===== config.mk =====
export PLATFORM = sky130hd
export DESIGN_NAME = temperature_calculator
export DESIGN_NICKNAME = d
export VERILOG_FILES = /design/src/rtl/temperature_calculator.sv
export SDC_FILE = /design/constraint.sdc
export NUM_CORES = 1
export LEC_CHECK = 0
export ABC_AREA = 1
export ABC_CLOCK_PERIOD_IN_PS = 1800
export CAP_MARGIN = 20
export CORE_MARGIN = 2
export CORE_UTILIZATION = 49
export DETAILED_ROUTE_END_ITERATION = 10
export PLACE_DENSITY = 0.84
export SYNTH_ARGS = -nofsm -noshare
export SYNTH_HDL_FRONTEND = slang
export SYNTH_SLANG_ARGS = --single-unit

===== constraint.sdc =====
create_clock -name clk -period 1.8 [get_ports clk]
set_input_delay 0.36 -clock clk [delete_from_list [all_inputs] [get_ports clk]]
set_output_delay 0.36 -clock clk [all_outputs]
set_load 0.03 [all_outputs]

===== src/rtl/temperature_calculator.sv =====
// temperature_calculator: temperature = factoryBaseTemp + factoryTempCoef * tempSensorValue
// using a 4-step shift-add multiplier followed by a registered 9-bit add.
//
// Ports:
//   clk, rst (async, active-high)
//   start                          - request, sampled only while idle
//   factoryBaseTemp[7:0]           - offset, captured on accepted start
//   factoryTempCoef[3:0]           - gain, captured on accepted start
//   tempSensorValue[3:0]           - reading, captured on accepted start
//   temperature[7:0]               - result, held until the next done
//   done                           - one-cycle pulse when temperature updates
//   busy                           - high from capture edge until done edge
//   overflow                       - 1 when the 9-bit sum exceeded 255
//
// Build option: TEMP_CALC_SATURATE_EN clamps an overflowing result to 8'hFF
// instead of wrapping modulo 256.

module temperature_calculator (
    input  logic       clk,
    input  logic       rst,
    input  logic       start,
    input  logic [7:0] factoryBaseTemp,
    input  logic [3:0] factoryTempCoef,
    input  logic [3:0] tempSensorValue,
    output logic [7:0] temperature,
    output logic       done,
    output logic       busy,
    output logic       overflow
);

    typedef enum logic [1:0] {
        IDLE = 2'd0,
        MUL  = 2'd1,
        ADD  = 2'd2
    } calcState_t;

    calcState_t state;
    calcState_t stateNext;

    logic [7:0] baseReg;
    logic [3:0] coefReg;
    logic [3:0] sensorReg;
    logic [7:0] product;
    logic [1:0] step;
    logic [8:0] sum9;
    logic [7:0] result;
    logic [7:0] partial;

    assign sum9    = {1'b0, baseReg} + {1'b0, product};
    assign partial = {4'b0000, sensorReg} << step;

`ifdef TEMP_CALC_SATURATE_EN
    assign result = sum9[8] ? 8'hFF : sum9[7:0];
`else
    assign result = sum9[7:0];
`endif

    always_ff @(posedge clk or posedge rst) begin
        if (rst) begin
            state <= IDLE;
        end else begin
            state <= stateNext;
        end
    end

    always_comb begin
        stateNext = state;
        unique case (state)
            IDLE: begin
                if (start) begin
                    stateNext = MUL;
                end
            end
            MUL: begin
                if (step == 2'd3) begin
                    stateNext = ADD;
                end
            end
            ADD: begin
                stateNext = IDLE;
            end
            default: begin
                stateNext = IDLE;
            end
        endcase
    end

    // Datapath; step wraps back to 0 after the last multiply bit.
    always_ff @(posedge clk or posedge rst) begin
        if (rst) begin
            baseReg     <= '0;
            coefReg     <= '0;
            sensorReg   <= '0;
            product     <= '0;
            step        <= '0;
            temperature <= '0;
            overflow    <= 1'b0;
            done        <= 1'b0;
            busy        <= 1'b0;
        end else begin
            done <= 1'b0;
            unique case (state)
                IDLE: begin
                    if (start) begin
                        baseReg   <= factoryBaseTemp;
                        coefReg   <= factoryTempCoef;
                        sensorReg <= tempSensorValue;
                        product   <= '0;
                        step      <= '0;
                        busy      <= 1'b1;
                    end
                end
                MUL: begin
                    if (coefReg[step]) begin
                        product <= product + partial;
                    end
                    step <= step + 2'd1;
                end
                ADD: begin
                    temperature <= result;
                    overflow    <= sum9[8];
                    done        <= 1'b1;
                    busy        <= 1'b0;
                end
                default: begin
                    busy <= 1'b0;
                end
            endcase
        end
    end

endmodule


==> flow_metrics.tcl, run 1 <==
set metrics [dict create \
    worst_setup_path_start_kind "flop" \
    rows 24 \
    async_flop_share 1.00 \
    drt_iter0_markers 133 \
    crit_path_end_kind "flop" \
    path_class "flop to flop" \
    arrival_ns 2.02 \
    place_congestion 0.901 \
    track_usage 0.192 \
    yosys_warnings 0 \
    io_buffers 29 \
    grt_max_degree 40 \
    cts_inserted_buffers 5 \
    areaGrowthSynthToFinish_pct 24.0 \
    grt_pass1_vias 1847 \
    status "finished with violations" \
    irDropWorstVdd_v 0.000953 \
    antennaDiodeCount 0 \
    fp.dieArea_um2 5150 \
    num_vias 1920 \
    cts_tree "yes" \
    p_leak_nw 1.47 \
    critPathRequiredTime_ns 1.99 \
    cts_hold_buf 0 \
    synth_commonest_cells "110 x nand2_1, 39 x dfrtp_1, 21 x inv_1" \
    path_max_fanout 7 \
    clock_skew_ns 0.00876 \
    drc 0 \
    wl_per_cell_um 11.8 \
    finish.utilization 0.636 \
    dp_hpwl_um 3260 \
    yosys-top-cells-area "dfrtp_1 43%, nand2_1 18%, ha_1 8.9%" \
    drive_above_1_share 0.131 \
    cap_violations 0 \
    finalMaxSlewViolations 0 \
    viasPerCell 5.15 \
    overflow 0 \
    clock_sinks 39 \
    layout_setup_ws_ns -0.0334 \
    cts_max_level 2 \
    synth_area_per_cell_um2 8.01 \
    yosysTopAreaCellShare 0.434 \
    min_period_over_period 1.02 \
    core_um2 4380 \
    ys_types 28 \
    dr.pass1.iters 4 \
    finalInstanceArea_um2 2790 \
    ant_nets 0 \
    max_freq_mhz 545 \
    initial_core_util 0.513 \
    finalSetupViolations 1 \
    worst_pin_slew_ns 0.479 \
    syn-instance-count 281 \
    grt_pass1_wl_um 7750 \
    power_density_nw_per_um2 1910 \
    violations "negative setup slack" \
    postPlaceCellArea_um2 2630 \
    clkTransAtPathRegs_ns 0.08 \
    rsz0062_at_grt "true" \
    regToRegSetupSlack_ns -0.03 \
    num_io_pins 30 \
    fin_tns_setup_ns -0.0334 \
    synth_edf_count 0 \
    cts_setup_buffers 0 \
    place_ws_ns -0.109 \
    die_h_um 71.8 \
    synth_nets 318 \
    yosys.area.top_type "dfrtp_1" \
    hold_path.class "input pin to asynchronous set/reset pin" \
    finalHoldViolCount 0 \
    clock_latency_ns 0.30 \
    synthFlopType "dfrtp_1" \
    yosysMostFrequentCell "nand2_1" \
    syn_area_um2 2250 \
    yosysSeqAreaShare 0.434 \
    ys_seq_elements 39 \
    fin_nets 357 \
    period_needed_ns 1.83 \
    slew_headroom 0.681 \
    total_power_mw 5.33 \
    cts_buffer_depth 2 \
    wirelength_um 4420 \
    grt_antenna_before_repair 0 \
    die_x_um 71.8 \
    root_buffer "clkbuf_8" \
]
==> critical path: stages, from the launching register on <==
cell and delay, ns:
dfrtp_2 0.49, inv_6 0.10, nand2_1 0.08, o21ai_2 0.09
mux2i_1 0.10, ha_1 0.33, a21oi_2 0.07, or2_1 0.22
nand3_1 0.07, nand2_1 0.05, nand3_1 0.06, nand2_1 0.05
==> report_power, final <==
group          internal, mW  switching, mW
Sequential             1.26          0.302
Clock                 0.554          0.320
Combinational          1.24           1.66
==> routing by layer <==
metal  routed length (um)  part of all wire  vias up  GRT usage
met4                   97             0.022        0     0.0818
met5                    0                 0        -          0
met2                 2170              0.49       48      0.338
met3                  197             0.045       10     0.0492
li1                     -                 -      977          -
met1                 1950              0.44      885      0.220
==> sequential cells by signal, summed over array words and instances, names as in the netlist <==
name and count:
state 2, coefReg 4, overflow 1, step 2
baseReg 8, busy 1, sensorReg 4, done 1
product 8, temperature 8
==> timing repair <==
action | in CTS | in global routing
setup endpoints to repair | 5 | 5
pin swaps | 1 | 3
gates resized for setup | 7 | 6
==> layout by cell type, fill, tap and decap left out <==
cell,n
nand2_1,110
dfrtp_1,37
clkdlybuf4s50_1,29
inv_1,21
nand3_1,16
ha_1,16
o21ai_1,12
a21oi_1,9
buf_4,9
nor2_1,7
o21ai_0,5
xnor2_1,5
clkbuf_8,5
nand2_2,4
inv_2,4
nand4_1,4
nor2_2,3
o21ai_2,3
a21oi_2,2
nand3_2,2
nand2_4,2
nand3b_1,2
fa_1,2
bufinv_16,2
dfrtp_2,2
inv_6,1
inv_4,1
or2_2,1
mux2i_2,1
mux2i_1,1
or2_1,1
o21a_1,1
clkbuf_1,1
==> final cells by class <==
class,count,area (um2)
Clock inverter,2,60.1
Inverter,27,109
Sequential cell,39,978
Multi-Input combinational cell,209,1150
Fill cell,382,1590
Clock buffer,6,72.6
Timing Repair Buffer,38,358
Tap cell,52,65.1
==> cell families (layout without fill, tap and decap cells) <==
family / after synthesis / count (layout) / share of synthesized area
AO/OA/AOI/OAI: 32 / 32 / 0.0740
XOR/XNOR: 5 / 5 / 0.0195
adder cells (fa/ha/maj): 18 / 18 / 0.107
buffers and inverters: 33 / 73 / 0.0667
flip-flops: 39 / 39 / 0.434
multiplexers: 2 / 2 / 0.00890
AND/OR/NAND/NOR: 152 / 152 / 0.290
==> worst paths after layout <==
path	startpoint	end	cells after the start
setup / recovery	step[0]	product[6]	11
hold / removal	rst	done	3
setup reg to reg	step[0]	product[6]	11
hold reg to reg	temperature[7]	temperature[7]	2
max in group asynchronous	rst	step[1]	3
min in group clk	temperature[7]	temperature[7]	2
==> stage by stage <==
| stage | cells | hold slack (ns) |
|---|---|---|
| 2_1_floorplan | 281 | 0.455 |
| 3_3_place_gp | 365 | 0.461 |
| 3_5_place_dp | 365 | 0.464 |
| 4_1_cts | 373 | 0.485 |
| 5_1_grt | 373 | 0.506 |
| 6_report | 373 | 0.467 |
No activity file was read; power rests on OpenSTA's default activity.
==> run 2, diff against run 1 <==
--- a/config.mk
+++ b/config.mk
@@ -6,12 +6,12 @@
 export NUM_CORES = 1
 export LEC_CHECK = 0
 export ABC_AREA = 1
-export ABC_CLOCK_PERIOD_IN_PS = 1800
+export ABC_CLOCK_PERIOD_IN_PS = 1900
 export CAP_MARGIN = 20
 export CORE_MARGIN = 2
-export CORE_UTILIZATION = 49
+export CORE_UTILIZATION = 55
 export DETAILED_ROUTE_END_ITERATION = 10
-export PLACE_DENSITY = 0.84
+export PLACE_DENSITY = 0.89
 export SYNTH_ARGS = -nofsm -noshare
 export SYNTH_HDL_FRONTEND = slang
 export SYNTH_SLANG_ARGS = --single-unit
==> constraint.sdc (replaced) <==
create_clock -name clk -period 1.9 [get_ports clk]
set_input_delay 0.38 -clock clk [delete_from_list [all_inputs] [get_ports clk]]
set_output_delay 0.38 -clock clk [all_outputs]
set_load 0.03 [all_outputs]
==> run 2 against run 1 <==
The run still ends with negative setup slack left. Final cell count increased by 0.27%. Critical path depth decreased by 2. Non-clock buffer count increased by 3. Cell area increased by 0.67%. Clock power decreased by 28%. Utilization increased by 7.1 points. Fmax decreased by 4.3%. Sequential power decreased by 4%. Flip-flop and latch count unchanged. Hold slack improved by 0.013 ns. Wire length increased by 10%.
==> flow_metrics.tcl, run 2 (synthesized netlist as in run 1, its figures left out) <==
set metrics [dict create \
    status "finished with violations" \
    violations "negative setup slack" \
    clkTransAtPathRegs_ns 0.08 \
    viasPerCell 5.29 \
    critPathRequiredTime_ns 2.09 \
    cts_hold_buf 0 \
    crit_path_end_kind "flop" \
    final_common_cell "nand2_1" \
    irDropWorstVdd_v 0.000853 \
    grt_antenna_before_repair 0 \
    drive_above_1_share 0.157 \
    overflow 0 \
    met3_usage 0.0477 \
    path_max_fanout 6 \
    fin_tns_setup_ns -0.0158 \
    antennaDiodeCount 0 \
    path_class "flop to flop" \
    rows 23 \
    finalMaxSlewViolations 0 \
    cts_buffer_depth 2 \
    slew_headroom 0.680 \
    fp.dieArea_um2 4620 \
    grt-busiest-layer "met2" \
    worst_setup_path_start_kind "flop" \
    drc 0 \
    ant_nets 0 \
    grt_pass1_vias 1866 \
    num_io_pins 30 \
    drt_iter0_markers 176 \
    use_met2 0.432 \
    total_power_mw 5.02 \
    power_density_nw_per_um2 1790 \
    min_period_over_period 1.01 \
    fillCellCount 322 \
    hold_path.class "flop to flop" \
    track_usage 0.232 \
    dp_hpwl_um 3380 \
    areaGrowthSynthToFinish_pct 24.9 \
    clock_sinks 39 \
    period_needed_ns 1.92 \
    rsz0062_at_grt "true" \
    io_buffers 29 \
    reg_top3 "baseReg (8), product (8), temperature (8)" \
    initial_core_util 0.566 \
    p_leak_nw 1.46 \
    grt_pass1_wl_um 8030 \
    final_cell_mix "109 x nand2_1, 37 x dfrtp_1, 29 x clkdlybuf4s50_1" \
    cap_violations 0 \
    num_vias 1980 \
    place_congestion 0.857 \
    grt_max_degree 40 \
    cts_inserted_buffers 5 \
    finalHoldViolCount 0 \
    arrival_ns 2.11 \
    wirelength_um 4870 \
    clock_skew_ns 0.00490 \
    core_um2 3970 \
    clock_latency_ns 0.29 \
    max_freq_mhz 522 \
    worst_pin_slew_ns 0.480 \
    root_buffer "clkbuf_8" \
    cts_max_level 2 \
    wl_per_cell_um 13.0 \
    die_x_um 68.0 \
    dr.pass1.iters 4 \
    finalSetupViolations 1 \
    cts_tree "yes" \
    layout_setup_ws_ns -0.0158 \
    fin_nets 360 \
    gr-usage-met1 0.260 \
    place_ws_ns -0.0502 \
    die_h_um 68.0 \
]
run 2: what timing repair did:
item,4_1_cts,5_1_grt
endpoints found under the setup margin,2,4
setup buffers,0,7
pin swaps,0,8
resized for setup,1,19
run 2: final cells by class:
cell class | count | area, um2 | share of cell area
Clock inverter | 1 | 7.51 | 0.00267
Tap cell | 50 | 62.6 | 0.0223
Clock buffer | 7 | 96.3 | 0.0343
Inverter | 27 | 109 | 0.0388
Sequential cell | 39 | 978 | 0.348
Timing Repair Buffer | 41 | 380 | 0.135
Multi-Input combinational cell | 209 | 1170 | 0.418
run 2: through the flow:
step	hold slack (ns)	cell area, um2	cells	util
2_1_floorplan	0.455	2250	281	-
3_3_place_gp	0.461	2600	359	0.654
3_5_place_dp	0.464	2600	359	0.654
4_1_cts	0.486	2700	367	0.681
5_1_grt	0.493	2810	374	0.707
6_report	0.481	2810	374	0.707
run 2: worst max-delay path, stage by stage, from the launching register on:
cell     delay [ns]
dfrtp_2        0.47
mux2i_2        0.29
mux2i_1        0.13
ha_1           0.35
a21oi_2        0.08
or2_1          0.24
nand3_1        0.09
nand2_1        0.06
nand3_1        0.07
nand2_1        0.05
run 2: layer usage:
layer  vias up  part of all wire
met5         -                 0
met3        14             0.045
met1       922              0.41
met2        60              0.52
li1        984                 -
met4         0             0.025
run 2: where the power goes:
part / internal (mW) / leakage [nW] / switching, mW
combinational: 1.22 / 0.926 / 1.67
sequential: 1.20 / 0.488 / 0.291
clock: 0.330 / 0.0505 / 0.302
total: 2.75 / 1.46 / 2.27
run 2: path summary, 6_finish.rpt:
kind / end / cells past startpoint / startpoint / slack, ns
max in group asynchronous: step[0] / 3 / rst / 1.04
min in group asynchronous: temperature[2] / 3 / rst / 0.50
hold reg to reg: temperature[7] / 2 / temperature[7] / 0.48
hold / removal: temperature[7] / 2 / temperature[7] / 0.48
setup reg to reg: product[6] / 9 / step[0] / -0.02
setup / recovery: product[6] / 9 / step[0] / -0.02
==> edit, RTL diff (settings of run 1) <==
Build with the macro `TEMP_CALC_SATURATE_EN` defined.
--- a/src/rtl/temperature_calculator.sv
+++ b/src/rtl/temperature_calculator.sv
@@ -15,4 +15,6 @@
 // Build option: TEMP_CALC_SATURATE_EN clamps an overflowing result to 8'hFF
 // instead of wrapping modulo 256.
+
+`define TEMP_CALC_SATURATE_EN
 
 module temperature_calculator (
Behaviour: not the same (Yosys sat finds a counterexample within 10 cycles, from zero or initial values and one cycle with rst high).
==> edit against run 1 <==
  * The run still ends with negative setup slack left
  * Sequential cell count stayed put
  * Area after synthesis is 2.4% higher
  * Synthesized cell count is 3.9% higher
  * Design area is 2.2% higher
  * Clock power is 35% lower
  * Routed wire length is 7.6% higher
  * Worst setup slack worse by 0.0045 ns
  * Critical path depth is 3 lower
  * Clock skew hardly changed
  * Global-route usage is 0.84 points higher
  * Fmax is 0.25% lower
  * Sequential share of layout area is 0.74 points lower
  * Power is 1.5% lower
  * Critical path type unchanged
==> edit: results (changes against run 1) <==
status: "complete, but fails checks"
violations: "negative setup slack"
final_nets: 372  # +4.2%
via_per_inst: 5.02  # -2.6%
tightest_slew_ns: 0.480  # +0.00104 ns
syn_nets: 329  # +3.5%
drive_gt1_share_pct: 13.7  # +0.61 points
buf_share_pct: 13.7  # +0.92 points
fin_cells: 388  # +4.0%
met2_wirelength_um: 2430  # +12%
finClkSkew_ns: 0.00848  # -0.000281 ns
synth_cell_type_count: 29  # +3.6%
p_leak_nw: 1.49  # +1.7%
first_iter_violations: 104  # -22%
setup_slack_ns: -0.0379  # -0.00454 ns
dp.cells: 377  # +3.3%
dpl.hpwl_um: 3540  # +8.4%
routed-wl-met3_um: 163  # -17%
met1Wirelength_um: 2050  # +5.2%
reg2reg_depth: 8  # -3
n_clock_buffer: 7  # +1
multi_input_comb_cells: 210  # +0.48%
critPathTopFamily: "flip-flops"
finalSetupViolations: 2  # +1
wl_per_cell_um: 12.2  # +3.4%
grt_pass1_vias: 1900  # +2.9%
clockNetworkAreaShare_pct: 2.85  # -1.9 points
grt_usage_pct: 20.0  # +0.84 points
grt_pass1_wl_um: 8160  # +5.3%
ys_seq_area_share_pct: 42.4  # -1.0 points
worst_r2r_endpoint: "product[4]"
## edit: cell types whose count changed after synthesis, moves of 2 or more
cell	delta
nor2_1	+12
inv_1	+11
nand2_1	-9
nand3_1	-4
o21bai_1	+3
nand2_2	-2
## edit: cell families after synthesis
| group | Yosys count | share of synthesized area [%] |
|---|---|---|
| and+or+nand+nor | 150 | 27.9 |
| buffers and inverters | 43 | 8.20 |
| DFF | 39 | 42.4 |
| AOI/OAI and AO/OA | 34 | 7.98 |
| adders and majority gates | 18 | 10.4 |
| xor gates and xnor gates | 6 | 2.28 |
| muxes | 2 | 0.869 |
## edit: stage by stage
step           hold WS [ns]  setup TNS [ns]  instance area (sq um)  util, %
2_1_floorplan         0.455               0                   2300        -
3_3_place_gp          0.469               0                   2690     60.4
3_5_place_dp          0.479          -0.300                   2690     60.4
4_1_cts               0.483         -0.0353                   2770     62.4
5_1_grt               0.504          -0.488                   2850     64.1
6_report              0.472         -0.0613                   2850     64.1
## edit: timing repair
action	in CTS	in global routing
setup endpoints to repair	4	15
pin swaps	0	6
resized for setup	4	19
buffers inserted	0	3
hold buffers	0	0
## edit: layer usage
layer	up-vias	global-route usage [%]
li1	1006	-
met3	9	4.58
met4	0	7.61
met2	36	36.1
met1	895	23.0
met5	-	0
## edit: how the worst min path moves through the flow
stage              endpoint  slack (ns)
2_1_floorplan    baseReg[0]        0.46
3_3_place_gp     baseReg[3]        0.47
3_5_place_dp     baseReg[3]        0.48
4_1_cts        sensorReg[2]        0.48
5_1_grt          baseReg[3]        0.50
6_report       sensorReg[2]        0.47
## edit: power breakdown
part | switching (mW) | internal, mW
combinational | 1.80 | 1.33
clock | 0.299 | 0.272
sequential | 0.292 | 1.26
total | 2.39 | 2.87
